===== src/rtl/cfg_fetch.sv =====
// Per-layer config fetcher: reads one 64-bit word from DDR over a
// two-beat AXI read burst and presents it as decoded cfg_* fields.
module cfg_fetch #(
  parameter int ADDR_WIDTH = 32,
  parameter logic [ADDR_WIDTH-1:0] CFG_BASE = ADDR_WIDTH'(32'h0800_0000)
) (
  input  logic                  clk,
  input  logic                  rst_n,
  input  logic                  start,
  input  logic [7:0]            layer_idx,
  output logic                  busy,
  output logic                  done,
  output logic                  err,
  output logic                  cfg_valid,
  output logic [8:0]            cfg_pool,
  output logic [7:0]            cfg_numlay,
  output logic [8:0]            cfg_numfiltg,
  output logic [7:0]            cfg_numpat,
  output logic [4:0]            cfg_numfrm,
  output logic [4:0]            cfg_numblk,
  output logic [4:0]            cfg_depblk,
  output logic [3:0]            cfg_lenrow,
  output logic [5:0]            cfg_prio,
  output logic [ADDR_WIDTH-1:0] m_axi_araddr,
  output logic [7:0]            m_axi_arlen,
  output logic [2:0]            m_axi_arsize,
  output logic [1:0]            m_axi_arburst,
  output logic                  m_axi_arvalid,
  input  logic                  m_axi_arready,
  input  logic [31:0]           m_axi_rdata,
  input  logic [1:0]            m_axi_rresp,
  input  logic                  m_axi_rlast,
  input  logic                  m_axi_rvalid,
  output logic                  m_axi_rready
);

  typedef struct packed {
    logic [5:0] prio;
    logic [3:0] lenrow;
    logic [4:0] depblk;
    logic [4:0] numblk;
    logic [4:0] numfrm;
    logic [7:0] numpat;
    logic [8:0] numfiltg;
    logic [7:0] numlay;
    logic [8:0] pool;
  } cfg_word_t;

  typedef enum logic [1:0] {
    IDLE,
    ADDR,
    DATA
  } state_t;

  state_t                  state_q, state_d;
  logic                    beat_q, beat_d;
  logic                    fault_q, fault_d;
  logic [31:0]             lo_q, lo_d;
  logic [ADDR_WIDTH-1:0]   addr_q, addr_d;
  logic                    done_q, done_d;
  logic                    err_q, err_d;
  logic                    valid_q, valid_d;
  cfg_word_t               cfg_q, cfg_d;
  logic [ADDR_WIDTH-1:0]   offs;
  logic                    bad_resp;
  logic                    unused_hi;

  assign offs      = ADDR_WIDTH'({layer_idx, 3'b000});
  assign bad_resp  = (m_axi_rresp != 2'b00);
  // word[63:59] carries nothing we decode
  assign unused_hi = ^m_axi_rdata[31:27];

  always_comb begin
    state_d = state_q;
    beat_d  = beat_q;
    fault_d = fault_q;
    lo_d    = lo_q;
    addr_d  = addr_q;
    done_d  = 1'b0;
    err_d   = 1'b0;
    valid_d = valid_q;
    cfg_d   = cfg_q;
    unique case (state_q)
      IDLE: begin
        // a pulse cycle still belongs to the previous fetch
        if (start && !done_q && !err_q) begin
          addr_d  = CFG_BASE + offs;
          beat_d  = 1'b0;
          fault_d = 1'b0;
          state_d = ADDR;
        end
      end
      ADDR: begin
        if (m_axi_arready) begin
          state_d = DATA;
        end
      end
      DATA: begin
        if (m_axi_rvalid) begin
          if (!beat_q) begin
            lo_d = m_axi_rdata;
            if (m_axi_rlast) begin
              err_d   = 1'b1;
              state_d = IDLE;
            end else begin
              beat_d  = 1'b1;
              fault_d = fault_q | bad_resp;
            end
          end else begin
            beat_d  = 1'b0;
            state_d = IDLE;
            if (fault_q || bad_resp || !m_axi_rlast) begin
              err_d = 1'b1;
            end else begin
              done_d  = 1'b1;
              valid_d = 1'b1;
              cfg_d   = cfg_word_t'({m_axi_rdata[26:0], lo_q});
            end
          end
        end
      end
      default: state_d = IDLE;
    endcase
  end

  always_ff @(posedge clk or negedge rst_n) begin
    if (!rst_n) begin
      state_q <= IDLE;
      beat_q  <= 1'b0;
      fault_q <= 1'b0;
      lo_q    <= '0;
      addr_q  <= '0;
      done_q  <= 1'b0;
      err_q   <= 1'b0;
      valid_q <= 1'b0;
      cfg_q   <= '0;
    end else begin
      state_q <= state_d;
      beat_q  <= beat_d;
      fault_q <= fault_d;
      lo_q    <= lo_d;
      addr_q  <= addr_d;
      done_q  <= done_d;
      err_q   <= err_d;
      valid_q <= valid_d;
      cfg_q   <= cfg_d;
    end
  end

  assign busy          = (state_q != IDLE);
  assign done          = done_q;
  assign err           = err_q;
  assign cfg_valid     = valid_q;
  assign cfg_pool      = cfg_q.pool;
  assign cfg_numlay    = cfg_q.numlay;
  assign cfg_numfiltg  = cfg_q.numfiltg;
  assign cfg_numpat    = cfg_q.numpat;
  assign cfg_numfrm    = cfg_q.numfrm;
  assign cfg_numblk    = cfg_q.numblk;
  assign cfg_depblk    = cfg_q.depblk;
  assign cfg_lenrow    = cfg_q.lenrow;
  assign cfg_prio      = cfg_q.prio;
  assign m_axi_araddr  = addr_q;
  assign m_axi_arlen   = 8'd1;
  assign m_axi_arsize  = 3'b010;
  assign m_axi_arburst = 2'b01;
  assign m_axi_arvalid = (state_q == ADDR);
  assign m_axi_rready  = (state_q == DATA);

endmodule


===== config.mk =====
export PLATFORM = sky130hd
export DESIGN_NAME = cfg_fetch
export DESIGN_NICKNAME = d
export VERILOG_FILES = /design/src/rtl/cfg_fetch.sv
export SDC_FILE = /design/constraint.sdc
export NUM_CORES = 1
export LEC_CHECK = 0
export ABC_AREA = 1
export ABC_CLOCK_PERIOD_IN_PS = 1940
export BUFFER_PORTS_ARGS = -buffer_cell sky130_fd_sc_hd__buf_2
export CAP_MARGIN = 15
export CORE_ASPECT_RATIO = 0.5
export CORE_MARGIN = 1
export CORE_UTILIZATION = 53
export DETAILED_ROUTE_END_ITERATION = 12
export PLACE_DENSITY = 0.85
export SLEW_MARGIN = 20
export SYNTH_ARGS = -nofsm -noshare
export SYNTH_HDL_FRONTEND = slang
export SYNTH_SLANG_ARGS = --single-unit
export TNS_END_PERCENT = 5

===== constraint.sdc =====
create_clock -name clk -period 1.94 [get_ports clk]
set_input_delay 0.194 -clock clk [delete_from_list [all_inputs] [get_ports clk]]
set_output_delay 0.194 -clock clk [all_outputs]
set_load 0.1 [all_outputs]

==> results.sh, run 1 <==
export IMPL_outcome="completed"
export IMPL_min_path_type="in2reg"
export IMPL_die_area_sq_um=8690
export IMPL_finish_utilization=0.653
export IMPL_ir_drop_v=0.00121
export IMPL_avgRoutedWirePerCell_um=11.7
export IMPL_routed_via_density=4.54
export IMPL_initial_core_util=0.548
export IMPL_ys_seq_area_frac=0.609
export IMPL_fin_tns_setup_ns=0
export IMPL_grt_usage=0.205
export IMPL_drt_pass1_iter_count=5
export IMPL_die_x_um=131
export IMPL_path_delay_family="buffers and inverters"
export IMPL_ioPinCount=158
export IMPL_cp_arrival_ns=1.46
export IMPL_synth_edff_count=0
export IMPL_reg2regPathDepth=8
export IMPL_cts_root_buf="clkbuf_16"
export IMPL_rows=23
export IMPL_cp_slowest_stage_delay_ns=0.43
export IMPL_wl_met2_mm=4.06
export IMPL_whs_ns=0.0438
export IMPL_synth_seq_cells=107
export IMPL_post_route_cells_drive_above_1_share=0.263
export IMPL_power_density_nw_per_um2=1590
export IMPL_ys_async_sr_fraction=1.00
export IMPL_grt_pass1_wl_mm=13.4
export IMPL_crit_type="reg2out"
export IMPL_core_sq_um=8030
export IMPL_start_kind="flip-flop"
export IMPL_skew_ns=0.00473
export IMPL_max_freq_mhz=604
export IMPL_hpwl_mm=5.82
export IMPL_initialDrtViolationCount=217
export IMPL_path_cells="inv_2, nand2_2, inv_1, buf_2"
export IMPL_required_ns=1.75
export IMPL_endpoint_kind="output port"
export IMPL_crit_slowest_cell="buf_2"
export IMPL_report_final_slew_viol_count=0
export IMPL_synth_avg_cell_area_sq_um=9.28
export IMPL_path_max_fanout=4
export IMPL_syn_cell_area_sq_um=4400
export IMPL_fin_nets=641
export IMPL_cts_tree="yes"
export IMPL_ant_nets=0
export IMPL_mostFrequentLayoutCells="nand2_1 (179), buf_2 (120), dfrtp_1 (107)"
export IMPL_synth_cell_type_count=21
export IMPL_clkTransAtPathRegs_ns=0.07
export IMPL_globalplace_congestion=0.784
export IMPL_top_layer_used="met4"
export IMPL_yosysWarnings=0
export IMPL_final_period_utilization=0.853
export IMPL_finalSetupViolCount=0
export IMPL_cp_num_buf_inv=3
export IMPL_p_leak_nw=3.12
export IMPL_cts_htree_levels=3
export IMPL_vias=3226
export IMPL_r2r_slack_ns=0.41
export IMPL_synth_ff_type="dfrtp_1"
export IMPL_layout_min_cycle_time_ns=1.66
export IMPL_rsz0062_at_grt="no"
export IMPL_maxCapViolCount=0
export IMPL_fillers=668
export IMPL_dr_wl_met3_um=365
export IMPL_antenna_cells=0
export IMPL_grt_overflow_total=0
export IMPL_crit_cells=4
export IMPL_grt_pass1_vias=3041
export IMPL_wl_met1_mm=3.81
export IMPL_min_delay_path_depth=2
export IMPL_drt_total_wl_mm=8.32
export IMPL_die_y_um=66.4
export IMPL_cts_sinks=107
export IMPL_drc=0
export IMPL_grt_max_degree=55
export IMPL_area_delta_synth_final_pct=19.2
export IMPL_port_buffers=121
export IMPL_finalHoldViolCount=0
export IMPL_clock_path_buffers=2
export IMPL_layout_commonest_cell="nand2_1"
export IMPL_syn_inst=474
export IMPL_clock_latency_ns=0.35
export IMPL_antenna_found_initial=0
export IMPL_cts_buffers=9
-- final timing paths --
| check | start | to |
|---|---|---|
| max | state_q[0] | m_axi_rready |
| max reg2reg | state_q[0] | cfg_numpat[5] |
| min in group asynchronous | rst_n | cfg_pool[2] |
| max in group asynchronous | rst_n | cfg_numpat[2] |
| min reg2reg | lo_q[17] | cfg_numfiltg[0] |
| min | m_axi_arready | state_q[0] |
-- repair_timing --
item / CTS / global route
endpoints found under the hold margin: 27 / 0
gates resized for setup: 0 / 0
hold buffers: 1 / 0
buffers inserted: 0 / 0
-- final cells by class --
type | count | area, sq um | area share
clock inverter | 6 | 48.8 | 0.00931
sequential | 107 | 2680 | 0.511
clock buffer | 10 | 229 | 0.0437
timing repair buffer | 129 | 708 | 0.135
multi-input combinational | 301 | 1270 | 0.242
inverter | 45 | 169 | 0.0322
tap | 112 | 140 | 0.0267
-- Yosys cell counts, types with 2 or more instances --
cell type / instances / area [sq um]
dfrtp_1: 107 / 2680
nand3_1: 6 / 30.0
o21ai_1: 12 / 60.1
nand2_1: 179 / 672
a21oi_1: 2 / 10.0
buf_2: 4 / 20.0
buf_4: 39 / 293
clkbuf_1: 5 / 18.8
buf_6: 7 / 78.8
conb_1: 2 / 7.51
inv_1: 43 / 161
nor2_1: 5 / 18.8
inv_2: 2 / 7.51
nor3_1: 2 / 10.0
o21ai_0: 47 / 235
o21ai_2: 5 / 43.8
nand2_2: 3 / 18.8
-- where the power goes --
| group | total (W) | leakage (nW) | internal (W) | switching [W] |
|---|---|---|---|---|
| sequential | 0.00309 | 1.43 | 0.00279 | 0.000300 |
| clock | 0.00171 | 0.131 | 0.000884 | 0.000825 |
| combinational | 0.00353 | 1.56 | 0.000546 | 0.00299 |
| total | 0.00833 | 3.12 | 0.00422 | 0.00411 |
-- flip-flops by register name, summed over array words and instances, names as in the netlist --
| name | flops |
|---|---|
| cfg_numlay | 8 |
| m_axi_araddr | 9 |
| lo_q | 32 |
| cfg_valid | 1 |
| err | 1 |
| beat_q | 1 |
| cfg_depblk | 5 |
| done | 1 |
| cfg_prio | 6 |
| cfg_lenrow | 4 |
| cfg_numblk | 5 |
| cfg_numfrm | 5 |
| cfg_pool | 9 |
| state_q | 2 |
| cfg_numpat | 8 |
| fault_q | 1 |
| cfg_numfiltg | 9 |
-- routing by layer --
layer  vias up  GRT usage
li1       1621          -
met1      1496      0.246
met2        99      0.354
met3        10     0.0558
met4         0     0.0848
met5         -          0
-- metrics by stage --
step	cell area (sq um)	std cells	setup slack [ns]	power [W]
floorplan	4530	508	0.177	0.00614
CTS	5240	710	0.277	0.00840
global route	5240	710	0.212	0.00874
global placement	4960	693	0.485	0.00660
finish	5240	710	0.285	0.00833
detailed placement	4960	693	0.420	0.00667
-- cell families after synthesis --
group | Yosys count | synth area share
and+or+nand+nor | 198 | 0.177
DFF | 107 | 0.609
buffers and inverters | 100 | 0.132
AOI/OAI and AO/OA | 67 | 0.0811
other | 2 | 0.00171
Note: power is estimated with default switching activity, not from simulation.
==> inputs of run 2 (changes only) <==
--- a/config.mk
+++ b/config.mk
@@ -7,5 +7,5 @@
 export LEC_CHECK = 0
 export ABC_AREA = 1
-export ABC_CLOCK_PERIOD_IN_PS = 1940
+export ABC_CLOCK_PERIOD_IN_PS = 2000
 export BUFFER_PORTS_ARGS = -buffer_cell sky130_fd_sc_hd__buf_2
 export CAP_MARGIN = 15
==> constraint.sdc (replaced) <==
create_clock -name clk -period 2 [get_ports clk]
set_input_delay 0.4 -clock clk [delete_from_list [all_inputs] [get_ports clk]]
set_output_delay 0.4 -clock clk [all_outputs]
set_load 0.1 [all_outputs]
==> run 2 against run 1 <==
Effect of this change: via count rose by 2.5%; sequential power is 3% lower; first-iteration DRC count decreased by 7.8%; non-clock buffer count decreased by 2; core utilization grew 0.16 points; final cell count is 0.28% lower; sequential cell count stayed put; largest cell class unchanged.
==> results.sh, run 2 (synthesis gave the netlist of run 1 again) <==
export IMPL_cts_sinks=107
export IMPL_globalplace_congestion=0.767
export IMPL_antenna_cells=0
export IMPL_report_final_slew_viol_count=0
export IMPL_initialDrtViolationCount=200
export IMPL_rows=23
export IMPL_outcome="completed"
export IMPL_required_ns=1.60
export IMPL_skew_ns=0.00525
export IMPL_p_leak_nw=3.13
export IMPL_min_path_type="in2async"
export IMPL_avgRoutedWirePerCell_um=12.3
export IMPL_startpoint="state_q[0]"
export IMPL_cts_root_buf="clkbuf_16"
export IMPL_initial_core_util=0.548
export IMPL_clock_path_buffers=2
export IMPL_core_sq_um=8030
export IMPL_cts_buffers=9
export IMPL_top_layer_used="met4"
export IMPL_endpoint_kind="output port"
export IMPL_ant_nets=0
export IMPL_grt_pass1_vias=3001
export IMPL_cp_arrival_ns=1.48
export IMPL_dp_cells=692
export IMPL_fin_nets=639
export IMPL_grt_overflow_total=0
export IMPL_power_density_nw_per_um2=1560
export IMPL_clock_latency_ns=0.34
export IMPL_area_delta_synth_final_pct=19.5
export IMPL_cts_tree="yes"
export IMPL_routed_via_density=4.67
export IMPL_drt_total_wl_mm=8.68
export IMPL_crit_type="reg2out"
export IMPL_path_max_fanout=4
export IMPL_post_route_cells_drive_above_1_share=0.260
export IMPL_antenna_found_initial=0
export IMPL_start_kind="flip-flop"
export IMPL_fin_tns_setup_ns=0
export IMPL_final_period_utilization=0.941
export IMPL_postCtsSetupBuffers=0
export IMPL_grt_usage=0.215
export IMPL_timing_rr_start="state_q[0]"
export IMPL_mostFrequentLayoutCells="nand2_1 (179), buf_2 (120), dfrtp_1 (107)"
export IMPL_max_freq_mhz=531
export IMPL_cts_htree_levels=3
export IMPL_ioPinCount=158
export IMPL_postPlaceCellArea_sq_um=4960
export IMPL_grt_max_degree=47
export IMPL_finalHoldViolCount=0
export IMPL_wl_met1_mm=3.83
export IMPL_hpwl_mm=5.92
export IMPL_port_buffers=121
export IMPL_fin_cells=708
export IMPL_maxCapViolCount=0
export IMPL_design_area_sq_um=5260
export IMPL_wl_met2_mm=4.29
export IMPL_whs_ns=0.0153
export IMPL_drt_pass1_iter_count=5
export IMPL_hold_buffers=0
export IMPL_drc=0
export IMPL_dr_wl_met3_um=442
export IMPL_finalSetupViolCount=0
export IMPL_cts_resized_gates=0
export IMPL_clkTransAtPathRegs_ns=0.06
export IMPL_die_x_um=131
export IMPL_die_area_sq_um=8690
export IMPL_grt_pass1_wl_mm=14.1
export IMPL_ir_drop_v=0.00101
export IMPL_die_y_um=66.4
export IMPL_layout_min_cycle_time_ns=1.88
export IMPL_largest_reg_flops=32
export IMPL_vias=3307
export IMPL_rsz0062_at_grt="no"
export IMPL_top_register="lo_q"
export IMPL_layout_commonest_cell="nand2_1"
==> run 2: cell types whose count changed in the layout (fill, tap and decap cells not counted) <==
cell           before  now
buf_12              3    4
bufinv_16           0    1
clkinvlp_4          2    0
buf_4               5    3
clkinv_2            1    2
clkbuf_1            1    2
dlygate4sd3_1       1    0
clkinv_4            1    0
clkbuf_8            0    1
inv_8               1    0
==> run 2: worst max-delay path, cell delays in order, from the launching register on <==
cell and delay [ns]:
dfrtp_1 0.40, inv_2 0.08, nand2_2 0.10, inv_1 0.12
buf_2 0.44
==> run 2: report_power, final <==
part / internal (W) / total (W) / switching (W)
logic: 0.000528 / 0.00345 / 0.00292
registers: 0.00271 / 0.00300 / 0.000293
clock network: 0.00101 / 0.00174 / 0.000731
total: 0.00424 / 0.00819 / 0.00394
==> run 2: area by class of cell <==
class / instances / area (sq um)
clock buffer: 12 / 246
sequential: 107 / 2680
clock inverter: 4 / 48.8
inverter: 45 / 169
tap: 112 / 140
fill: 646 / 2770
timing repair buffer: 127 / 703
multi-input combinational: 301 / 1270
==> run 2: stage by stage <==
step	setup slack, ns	utilization	total power, W
finish	0.118	0.655	0.00819
global route	0.0373	0.655	0.00858
CTS	0.117	0.655	0.00825
detailed placement	0.402	0.618	0.00648
global placement	0.484	0.618	0.00640
floorplan	0.237	-	0.00595
==> run 2: routing by layer <==
metal,track usage,vias to the layer above
met1,0.279,1547
met2,0.360,130
met4,0.0733,0
met5,0,-
met3,0.0494,11
li1,-,1619
==> run 2: path summary, 6_finish.rpt <==
kind                                   end  slack (ns)  cells after the start
max in group asynchronous         lo_q[26]        1.39                      2
max reg2reg                        lo_q[8]        0.41                      7
min in group clk                state_q[0]        0.25                      2
max                           m_axi_rready        0.12                      4
min reg2reg                cfg_numfiltg[4]        0.47                      2
min                          cfg_numfrm[0]        0.02                      1
==> inputs of run 3 (changes only) <==
ABC_AREA = not set   (was 1)
==> run 3 against run 2 <==
Effect of this change: clock power is 3% lower; combinational power rose by 8.7%; clock-buffer cell count increased by 3; setup slack gained 0.020 ns; global-route usage down 2.0 points; first-iteration DRC count fell by 49%; synthesized area decreased by 1.1%; critical path type unchanged; largest power group unchanged.
==> results.sh, run 3 <==
export IMPL_post_route_cells_drive_above_1_share=0.510
export IMPL_seqPwrFrac=0.361
export IMPL_drc=0
export IMPL_die_x_um=130
export IMPL_synth_edff_count=0
export IMPL_yosysTopAreaCellShare=0.616
export IMPL_fin_nets=459
export IMPL_grt_pass1_wl_mm=12.2
export IMPL_mostFrequentLayoutCells="buf_2 (119), dfrtp_1 (107), mux2_2 (56)"
export IMPL_setup_ws_ns=0.138
export IMPL_ys_seq_area_frac=0.616
export IMPL_hpwl_mm=5.36
export IMPL_antenna_found_initial=0
export IMPL_grt_use_met3=0.0534
export IMPL_rsz0062_at_grt="no"
export IMPL_cts_root_buf="clkbuf_16"
export IMPL_synth_most_common_cell="dfrtp_1"
export IMPL_maxCapViolCount=0
export IMPL_rows=22
export IMPL_report_final_slew_viol_count=0
export IMPL_port_buffers=121
export IMPL_finalHoldViolCount=0
export IMPL_cts_htree_levels=3
export IMPL_synth_common_cells="dfrtp_1 (107), mux2_2 (56), mux2_1 (43)"
export IMPL_die_area_sq_um=8590
export IMPL_syn_cell_area_sq_um=4350
export IMPL_finish_utilization=0.694
export IMPL_hold_buffers=0
export IMPL_groute_layer_met1_usage=0.242
export IMPL_antenna_cells=0
export IMPL_final_period_utilization=0.931
export IMPL_cp_slowest_stage_delay_ns=0.36
export IMPL_yosysWarnings=0
export IMPL_skew_ns=0.00536
export IMPL_core_sq_um=7620
export IMPL_path_max_fanout=5
export IMPL_ioPinCount=158
export IMPL_initialDrtViolationCount=102
export IMPL_p_leak_nw=2.92
export IMPL_fillers=566
export IMPL_routed_via_density=4.80
export IMPL_synth_avg_cell_area_sq_um=15.5
export IMPL_synth_ff_type="dfrtp_1"
export IMPL_vias=2515
export IMPL_path_delay_family="buffers and inverters"
export IMPL_crit_type="reg2out"
export IMPL_crit_slowest_cell="dfrtp_1"
export IMPL_finalSetupViolCount=0
export IMPL_layout_min_cycle_time_ns=1.86
export IMPL_grt_pass1_vias=2526
export IMPL_grt_usage=0.195
export IMPL_syn_inst=280
export IMPL_area_delta_synth_final_pct=21.7
export IMPL_clockPowerShare=0.199
export IMPL_cp_arrival_ns=1.46
export IMPL_synth_largest_area_cell="dfrtp_1"
export IMPL_start_kind="flip-flop"
export IMPL_clock_path_buffers=2
export IMPL_outcome="completed"
export IMPL_power_density_nw_per_um2=1610
export IMPL_met2_usage=0.329
export IMPL_endpoint_kind="output port"
export IMPL_drt_pass1_iter_count=4
export IMPL_cp_num_buf_inv=2
export IMPL_initial_core_util=0.570
export IMPL_die_y_um=66.1
export IMPL_ir_drop_v=0.00132
export IMPL_cts_resized_gates=0
export IMPL_synth_cell_type_count=24
export IMPL_p_sw_frac=0.460
export IMPL_multiInputGateArea_sq_um=1440
export IMPL_clock_latency_ns=0.34
export IMPL_cts_sinks=107
export IMPL_place_ws_ns=0.0414
export IMPL_busiest_layer="met2"
export IMPL_globalplace_congestion=0.778
export IMPL_path_cells="nor2b_1, buf_4, clkbuf_4"
export IMPL_switching_power_w=0.00392
export IMPL_layout_commonest_cell="buf_2"
export IMPL_power_w=0.00853
export IMPL_required_ns=1.60
export IMPL_ys_top_cells_by_area="dfrtp_1 (62%), mux2_2 (14%), mux2_1 (11%)"
export IMPL_postCtsSetupBuffers=0
export IMPL_cts_buffers=9
export IMPL_fin_tns_setup_ns=0
export IMPL_drt_total_wl_mm=7.42
export IMPL_cts_tree="yes"
export IMPL_largest_reg_flops=32
export IMPL_ys_async_sr_fraction=1.00
export IMPL_min_path_type="in2async"
export IMPL_grt_max_degree=39
export IMPL_max_freq_mhz=537
export IMPL_top_register="lo_q"
export IMPL_clkTransAtPathRegs_ns=0.06
export IMPL_whs_ns=0.0274
export IMPL_ant_nets=0
export IMPL_synth_seq_cells=107
export IMPL_seqCellArea_sq_um=2680
export IMPL_grt_overflow_total=0
export IMPL_avgRoutedWirePerCell_um=14.2
export IMPL_p_int_w=0.00460
export IMPL_combPwrFrac=0.440
run 3: cells by family after synthesis:
group                  count (synthesis)  share of synthesized area
buffers and inverters                 48                     0.0860
and+or+nand+nor                       18                     0.0305
other                                  2                    0.00173
DFF                                  107                      0.616
AOI/OAI and AO/OA                      6                    0.00978
muxes                                 99                      0.256
run 3: layout make-up:
type                    count  share of cell area
clock buffers              15              0.0543
multi-input cells         159               0.271
repair buffers            133               0.142
flip-flops and latches    107               0.506
clock inverters             1            0.000945
well taps                 108              0.0255
inverters                   1            0.000709
run 3: final timing paths:
check                           slack (ns)        startpoint                to  cells after the start
worst max-delay path                  0.14        state_q[1]      m_axi_rready                      3
min in group clk                      0.29    m_axi_rdata[1]     cfg_numpat[7]                      2
max in group asynchronous             1.40             rst_n     cfg_numlay[3]                      2
worst min-delay path                  0.03             rst_n     cfg_numfrm[0]                      1
worst min register to register        0.46  m_axi_araddr[27]  m_axi_araddr[27]                      1
worst max register to register        0.21           fault_q       cfg_prio[2]                      4
run 3: power groups by stage:
stage	combinational, W	sequential [W]	clock, W
3_5_place_dp	0.00377	0.00313	0
3_3_place_gp	0.00372	0.00309	0
2_1_floorplan	0.00143	0.00486	0
6_report	0.00375	0.00308	0.00169
4_1_cts	0.00378	0.00309	0.00174
5_1_grt	0.00391	0.00316	0.00184
run 3: worst reg2reg max path: stages, from the launching register on:
cell and delay, ns:
dfrtp_1 0.39, or3_4 0.37, nor3_4 0.29, buf_12 0.25
mux2_2 0.38
run 3: per-layer routing:
metal / up-vias / part of all wire
met4: 0 / 0.011
met5: - / 0
met2: 86 / 0.49
li1: 1154 / -
met3: 8 / 0.053
met1: 1267 / 0.44
run 3: per-stage QoR:
step | cell area, sq um | instances
final | 5300 | 524
after global routing | 5300 | 524
after CTS | 5290 | 524
after detailed placement | 5000 | 508
after global placement | 5000 | 508
after floorplan | 4480 | 314
